File: config.mk
export PLATFORM = sky130hd
export DESIGN_NAME = sort_result_serializer_flat
export DESIGN_NICKNAME = d
export VERILOG_FILES = /design/src/rtl/sort_result_serializer_if.sv /design/src/rtl/sort_result_serializer.sv /design/src/flat_wrapper.sv
export SDC_FILE = /design/constraint.sdc
export NUM_CORES = 1
export LEC_CHECK = 0
export ABC_AREA = 1
export CAP_MARGIN = 5
export CORE_UTILIZATION = 59
export DETAILED_ROUTE_END_ITERATION = 8
export PLACE_DENSITY_LB_ADDON = 0.15
export SYNTH_ARGS = -nofsm -noshare
export SYNTH_HDL_FRONTEND = slang
export SYNTH_SLANG_ARGS = --single-unit
export TNS_END_PERCENT = 50
File: constraint.sdc
create_clock -name clk -period 17.1 [get_ports clk]
set_input_delay 4.275 -clock clk [delete_from_list [all_inputs] [get_ports clk]]
set_output_delay 4.275 -clock clk [all_outputs]
set_load 0.02 [all_outputs]
File: src/rtl/sort_result_serializer_if.sv
// Vector-in / word-out handshake bundle for sort_result_serializer.
// master: sorter and word-sink side (drives vectors and ready). slave: the serializer.
interface sort_result_serializer_if #(
   parameter int unsigned WIDTH = 32,
   parameter int unsigned DEPTH = 8
);
   localparam int unsigned IW = $clog2(DEPTH);

   logic                    vec_valid;
   logic signed [WIDTH-1:0] vec_data [DEPTH];
   logic                    m_valid;
   logic                    m_ready;
   logic signed [WIDTH-1:0] m_data;
   logic [IW-1:0]           m_index;
   logic                    m_last;

   modport master (
      output vec_valid, vec_data, m_ready,
      input  m_valid, m_data, m_index, m_last
   );

   modport slave (
      input  vec_valid, vec_data, m_ready,
      output m_valid, m_data, m_index, m_last
   );
endinterface

File: src/rtl/sort_result_serializer.sv
// Buffers sorted vectors in a small vector FIFO and streams them one element per cycle.
// Optional SORT_SER_ORDER_CHECK_EN adds a sticky non-decreasing order check on captured vectors.
module sort_result_serializer #(
   parameter int unsigned WIDTH     = 32,
   parameter int unsigned DEPTH     = 8,
   parameter int unsigned FIFO_VECS = 4
) (
   input  logic                             clk,
   input  logic                             rst,
   sort_result_serializer_if.slave          bus,
   input  logic                             clr_flags,
   output logic [$clog2(FIFO_VECS+1)-1:0]   fifo_level,
   output logic                             overflow
`ifdef SORT_SER_ORDER_CHECK_EN
   ,
   output logic                             order_err
`endif
);
   localparam int unsigned IW = $clog2(DEPTH);
   localparam int unsigned LW = $clog2(FIFO_VECS + 1);
   localparam int unsigned PW = (FIFO_VECS > 1) ? $clog2(FIFO_VECS) : 1;

   typedef enum logic {IDLE, STREAM} state_t;

   state_t                  state;
   logic signed [WIDTH-1:0] mem [FIFO_VECS][DEPTH];
   logic [PW-1:0]           rptr;
   logic [PW-1:0]           wptr;
   logic                    hs_c;
   logic                    pop_c;
   logic                    wr_en_c;
   logic                    drop_c;

   // Pointers wrap modulo FIFO_VECS, which need not be a power of two.
   function automatic logic [PW-1:0] ptr_inc(input logic [PW-1:0] p);
      return (p == PW'(FIFO_VECS - 1)) ? '0 : p + PW'(1);
   endfunction

   // A full FIFO still accepts a vector when the head retires on this edge.
   always_comb begin
      hs_c    = bus.m_valid && bus.m_ready;
      pop_c   = hs_c && bus.m_last;
      wr_en_c = bus.vec_valid && ((fifo_level < LW'(FIFO_VECS)) || pop_c);
      drop_c  = bus.vec_valid && !wr_en_c;
   end

   always_ff @(posedge clk) begin
      if (wr_en_c) mem[wptr] <= bus.vec_data;
   end

   always_ff @(posedge clk or negedge rst) begin
      if (!rst) begin
         state       <= IDLE;
         rptr        <= '0;
         wptr        <= '0;
         fifo_level  <= '0;
         overflow    <= 1'b0;
         bus.m_valid <= 1'b0;
         bus.m_data  <= '0;
         bus.m_index <= '0;
         bus.m_last  <= 1'b0;
      end else begin
         if (wr_en_c) wptr <= ptr_inc(wptr);
         if (pop_c)   rptr <= ptr_inc(rptr);
         if (wr_en_c && !pop_c)      fifo_level <= fifo_level + LW'(1);
         else if (pop_c && !wr_en_c) fifo_level <= fifo_level - LW'(1);
         overflow <= (overflow && !clr_flags) || drop_c;

         case (state)
            IDLE: begin
               if (fifo_level != '0) begin
                  state       <= STREAM;
                  bus.m_valid <= 1'b1;
                  bus.m_data  <= mem[rptr][IW'(0)];
                  bus.m_index <= '0;
                  bus.m_last  <= 1'b0;
               end
            end
            STREAM: begin
               if (hs_c) begin
                  if (!bus.m_last) begin
                     bus.m_index <= bus.m_index + IW'(1);
                     bus.m_data  <= mem[rptr][bus.m_index + IW'(1)];
                     bus.m_last  <= (bus.m_index == IW'(DEPTH - 2));
                  end else if (fifo_level > LW'(1)) begin
                     // Next vector already queued: continue without a bubble.
                     bus.m_index <= '0;
                     bus.m_data  <= mem[ptr_inc(rptr)][IW'(0)];
                     bus.m_last  <= 1'b0;
                  end else begin
                     state       <= IDLE;
                     bus.m_valid <= 1'b0;
                     bus.m_data  <= '0;
                     bus.m_index <= '0;
                     bus.m_last  <= 1'b0;
                  end
               end
            end
            default: state <= IDLE;
         endcase
      end
   end

`ifdef SORT_SER_ORDER_CHECK_EN
   logic unsorted_c;

   always_comb begin
      unsorted_c = 1'b0;
      for (int i = 0; i < int'(DEPTH) - 1; i++) begin
         if (bus.vec_data[i] > bus.vec_data[i+1]) unsorted_c = 1'b1;
      end
   end

   // A new error in the same cycle as a clear keeps the flag set.
   always_ff @(posedge clk or negedge rst) begin
      if (!rst) order_err <= 1'b0;
      else      order_err <= (order_err && !clr_flags) || (wr_en_c && unsorted_c);
   end
`endif
endmodule

File: src/flat_wrapper.sv
// flat-port wrapper written by rule: the top's interface ports become plain ports
module sort_result_serializer_flat 
#(
   parameter int unsigned WIDTH     = 32,
   parameter int unsigned DEPTH     = 8,
   parameter int unsigned FIFO_VECS = 4
)
  (clk, rst, clr_flags, fifo_level, overflow, bus_vec_valid, bus_vec_data, bus_m_ready, bus_m_valid, bus_m_data, bus_m_index, bus_m_last);
  sort_result_serializer_if #(.WIDTH(WIDTH), .DEPTH(DEPTH)) bus_i ();
  input  logic clk;
  input  logic rst;
  input  logic clr_flags;
  output logic [$clog2(FIFO_VECS+1)-1:0] fifo_level;
  output logic overflow;
  input wire logic [$bits(bus_i.vec_valid)-1:0] bus_vec_valid;
  input wire logic [$bits(bus_i.vec_data)-1:0] bus_vec_data;
  input wire logic [$bits(bus_i.m_ready)-1:0] bus_m_ready;
  output wire logic [$bits(bus_i.m_valid)-1:0] bus_m_valid;
  output wire logic [$bits(bus_i.m_data)-1:0] bus_m_data;
  output wire logic [$bits(bus_i.m_index)-1:0] bus_m_index;
  output wire logic [$bits(bus_i.m_last)-1:0] bus_m_last;
  assign bus_i.vec_valid = bus_vec_valid;
  assign bus_i.vec_data = {>>{bus_vec_data}};
  assign bus_i.m_ready = bus_m_ready;
  assign bus_m_valid = bus_i.m_valid;
  assign bus_m_data = bus_i.m_data;
  assign bus_m_index = bus_i.m_index;
  assign bus_m_last = bus_i.m_last;
  sort_result_serializer #(.WIDTH(WIDTH), .DEPTH(DEPTH), .FIFO_VECS(FIFO_VECS)) u_core (.clk(clk), .rst(rst), .bus(bus_i), .clr_flags(clr_flags), .fifo_level(fifo_level), .overflow(overflow));
endmodule
==> impl_metrics.env <==
export IMPL_die_x_um=276.9
export IMPL_period_needed_ns=8.034
export IMPL_portBuffers=301
export IMPL_hold_ws_ns=0.4769
export IMPL_worstMarginPinSlew_ns=1.198
export IMPL_cts_buffer_depth=3
export IMPL_multiInputGateArea_um2=11230
export IMPL_final_setup_tns_ns=0
export IMPL_final_nets=4412
export IMPL_grt_pass1_vias=28225
export IMPL_postSynth_asyncResetShare=0.04299
export IMPL_num_io_pins=302
export IMPL_hold_violations=0
export IMPL_synth_seq_cells=1070
export IMPL_h_tree_depth=3
export IMPL_ys_seq_area_frac=0.7156
export IMPL_regArea_um2=31910
export IMPL_cp_max_fo=133
export IMPL_grtUsageTotal=0.3074
export IMPL_path_clk_slew_ns=0.06
export IMPL_drive_gt1_frac=0.04875
export IMPL_yosysMostFrequentCell="nand2_1"
export IMPL_antenna_found_initial=9
export IMPL_vias=31016
export IMPL_rows=100
export IMPL_dp_hpwl_mm=69.00
export IMPL_routed_wl_mm=119.3
export IMPL_drt_initial_drc_count=4279
export IMPL_rsz0062_at_grt="no"
export IMPL_critPathKind="primary input to flop"
export IMPL_die_height_um=276.9
export IMPL_max_stage_delay_ns=0.85
export IMPL_crit_path_top_delay_cell="buf_4"
export IMPL_final_cells=5204
export IMPL_setup_worst_path_start_class="primary input"
export IMPL_post_cts_buffers=0
export IMPL_wl_per_cell_um=22.93
export IMPL_routabilityCongestion=0.8889
export IMPL_crit_chain="clkdlybuf4s50_1, nand2_1, nor2_1, inv_1, nand2_1, nand2_1, nor2_4, buf_4, buf_12, buf_4"
export IMPL_worstPathRequired_ns=17.39
export IMPL_finClkSkew_ns=0.02704
export IMPL_crit_family="buffers and inverters"
export IMPL_clk_latency_ns=0.68
export IMPL_synth_nets=4221
export IMPL_place_area_um2=47850
export IMPL_fmax_mhz=124.5
export IMPL_post_synth_top_area_cell="edfxtp_1"
export IMPL_ir_drop_mv=0.1504
export IMPL_initial_core_util=0.5978
export IMPL_numCtsBuffers=106
export IMPL_synthTopCellsByCount="1518 x nand2_1, 1024 x edfxtp_1, 848 x nand3_1, 131 x buf_2, 77 x o21ai_0"
export IMPL_dieArea_um2=76670
export IMPL_cts_sinks=1070
export IMPL_setup_viol=0
export IMPL_viasPerCell=5.960
export IMPL_slew_headroom=0.2017
export IMPL_fill_cells=5258
export IMPL_coreArea_um2=74570
export IMPL_critPathBufInv=5
export IMPL_status="completed"
export IMPL_min_period_over_period=0.4698
export IMPL_cp_common_cell="nand2_1"
export IMPL_totalPowerFinal_mw=9.639
export IMPL_yosysWarnings=0
export IMPL_fin_area_um2=51290
export IMPL_ant_nets=0
export IMPL_synth_edf_count=1024
export IMPL_synthFlopType="edfxtp_1"
export IMPL_holdBufCountCts=0
export IMPL_drc_errors=0
export IMPL_maxCapViolations=0
export IMPL_area_growth_pct=15.06
export IMPL_grt_overflow=0
export IMPL_synth_area_per_cell_um2=11.29
export IMPL_holdCritPathClass="flop to flop"
export IMPL_dp_cells=5000
export IMPL_grt_max_degree=269
export IMPL_syn_cell_area_um2=44580
export IMPL_cts_tree="done"
export IMPL_root_buffer="clkbuf_16"
export IMPL_power_density_nw_per_um2=187.9
export IMPL_p_leak_nw=18.91
export IMPL_worstSetupEndpointType="flop"
export IMPL_synth_top_area_frac=0.6897
export IMPL_synthCells=3948
export IMPL_synth_top_cells_by_area="edfxtp_1 69%, nand2_1 13%, nand3_1 9.5%"
export IMPL_ctsResizeCount=0
export IMPL_grt_pass1_wl_mm=175.8
export IMPL_drv_slew=0
export IMPL_worst_ep_arrival_time_ns=8.32
export IMPL_firstDrtPassIters=6
export IMPL_synth_cell_type_count=26
-- stage by stage --
step | setup slack, ns | util
6_report | 9.066 | 0.6879
4_1_cts | 9.046 | 0.6876
2_1_floorplan | 0.7978 | -
3_5_place_dp | 8.349 | 0.6417
5_1_grt | 8.804 | 0.6878
3_3_place_gp | 8.444 | 0.6417
-- flip-flops by register name, indices dropped and copies added (netlist names) --
name / flops
u_core.mem: 1024
u_core.bus.m_data: 32
u_core.bus.m_index: 3
u_core.fifo_level: 3
u_core.rptr: 2
u_core.wptr: 2
u_core.bus.m_last: 1
u_core.bus.m_valid: 1
u_core.overflow: 1
u_core.state: 1
-- power by group --
group | switching [mW] | internal, mW | total (mW)
Combinational | 2.81 | 1.02 | 3.83
Clock | 0.962 | 1.33 | 2.29
Sequential | 0.195 | 3.32 | 3.52
Total | 3.97 | 5.67 | 9.64
-- cell families (layout without fill, tap and decap cells) --
group / Yosys count / after routing / share of synthesized area
simple gates: 2429 / 2429 / 0.2285
flops: 1070 / 1070 / 0.7156
buf+inv: 280 / 558 / 0.03351
compound gates: 153 / 153 / 0.01813
fa+ha+maj: 12 / 12 / 0.003368
xor+xnor: 4 / 4 / 0.0009544
other cells: 0 / 9 / 0
-- path summary, 6_finish.rpt --
| path | start | endpoint | slack (ns) | depth (start not counted) |
|---|---|---|---|---|
| max | bus_m_ready | u_core.mem[2][224]$_DFFE_PP_ | 9.07 | 10 |
| min | u_core.bus.m_data[7]$_DFFE_PN0P_ | u_core.bus.m_data[7]$_DFFE_PN0P_ | 0.48 | 2 |
| max reg2reg | u_core.bus.m_last$_DFFE_PN0P_ | u_core.mem[2][224]$_DFFE_PP_ | 12.72 | 9 |
| min reg2reg | u_core.bus.m_data[7]$_DFFE_PN0P_ | u_core.bus.m_data[7]$_DFFE_PN0P_ | 0.48 | 2 |
| max in group asynchronous | rst | u_core.bus.m_index[0]$_DFFE_PN0P_ | 12.86 | 2 |
| min in group asynchronous | rst | u_core.bus.m_data[9]$_DFFE_PN0P_ | 3.72 | 2 |
-- per-layer routing --
layer,global-route usage,vias up,routed length (um)
met5,0,-,43
met4,0.1283,6,4630
met3,0.05644,198,12240
met2,0.4648,1691,54720
met1,0.4435,14940,47690
li1,-,14181,-
-- cells in the final DEF, fill, tap and decap left out, types with 17 or more instances in the layout --
cell and count:
nand3_1 848, edfxtp_1 1024, clkbuf_16 108, o22ai_1 25
nor2_1 55, a21oi_1 43, inv_1 17, clkinv_1 23
o21ai_0 77, clkinv_2 19, dfrtp_1 43, nand2_1 1518
clkdlybuf4s50_1 300, buf_4 30, clkbuf_1 23
-- area by class of cell --
type | count | area share
inverter | 25 | 0.002342
antenna | 9 | 0.0004391
tap | 969 | 0.02364
timing repair buffer | 338 | 0.06576
clock buffer | 132 | 0.05464
sequential | 1070 | 0.6221
clock inverter | 63 | 0.01207
multi-input combinational | 2598 | 0.2190
-- worst register-to-register path, stage by stage, from the launching register on --
cell      delay (ns)
dfrtp_1         0.39
clkinv_1        0.10
nor2_1          0.28
inv_1           0.13
nand2_1         0.07
nand2_1         0.24
nor2_4          0.15
buf_4           0.77
buf_12          0.83
buf_4           1.00
(Power assumes the default switching activity.)
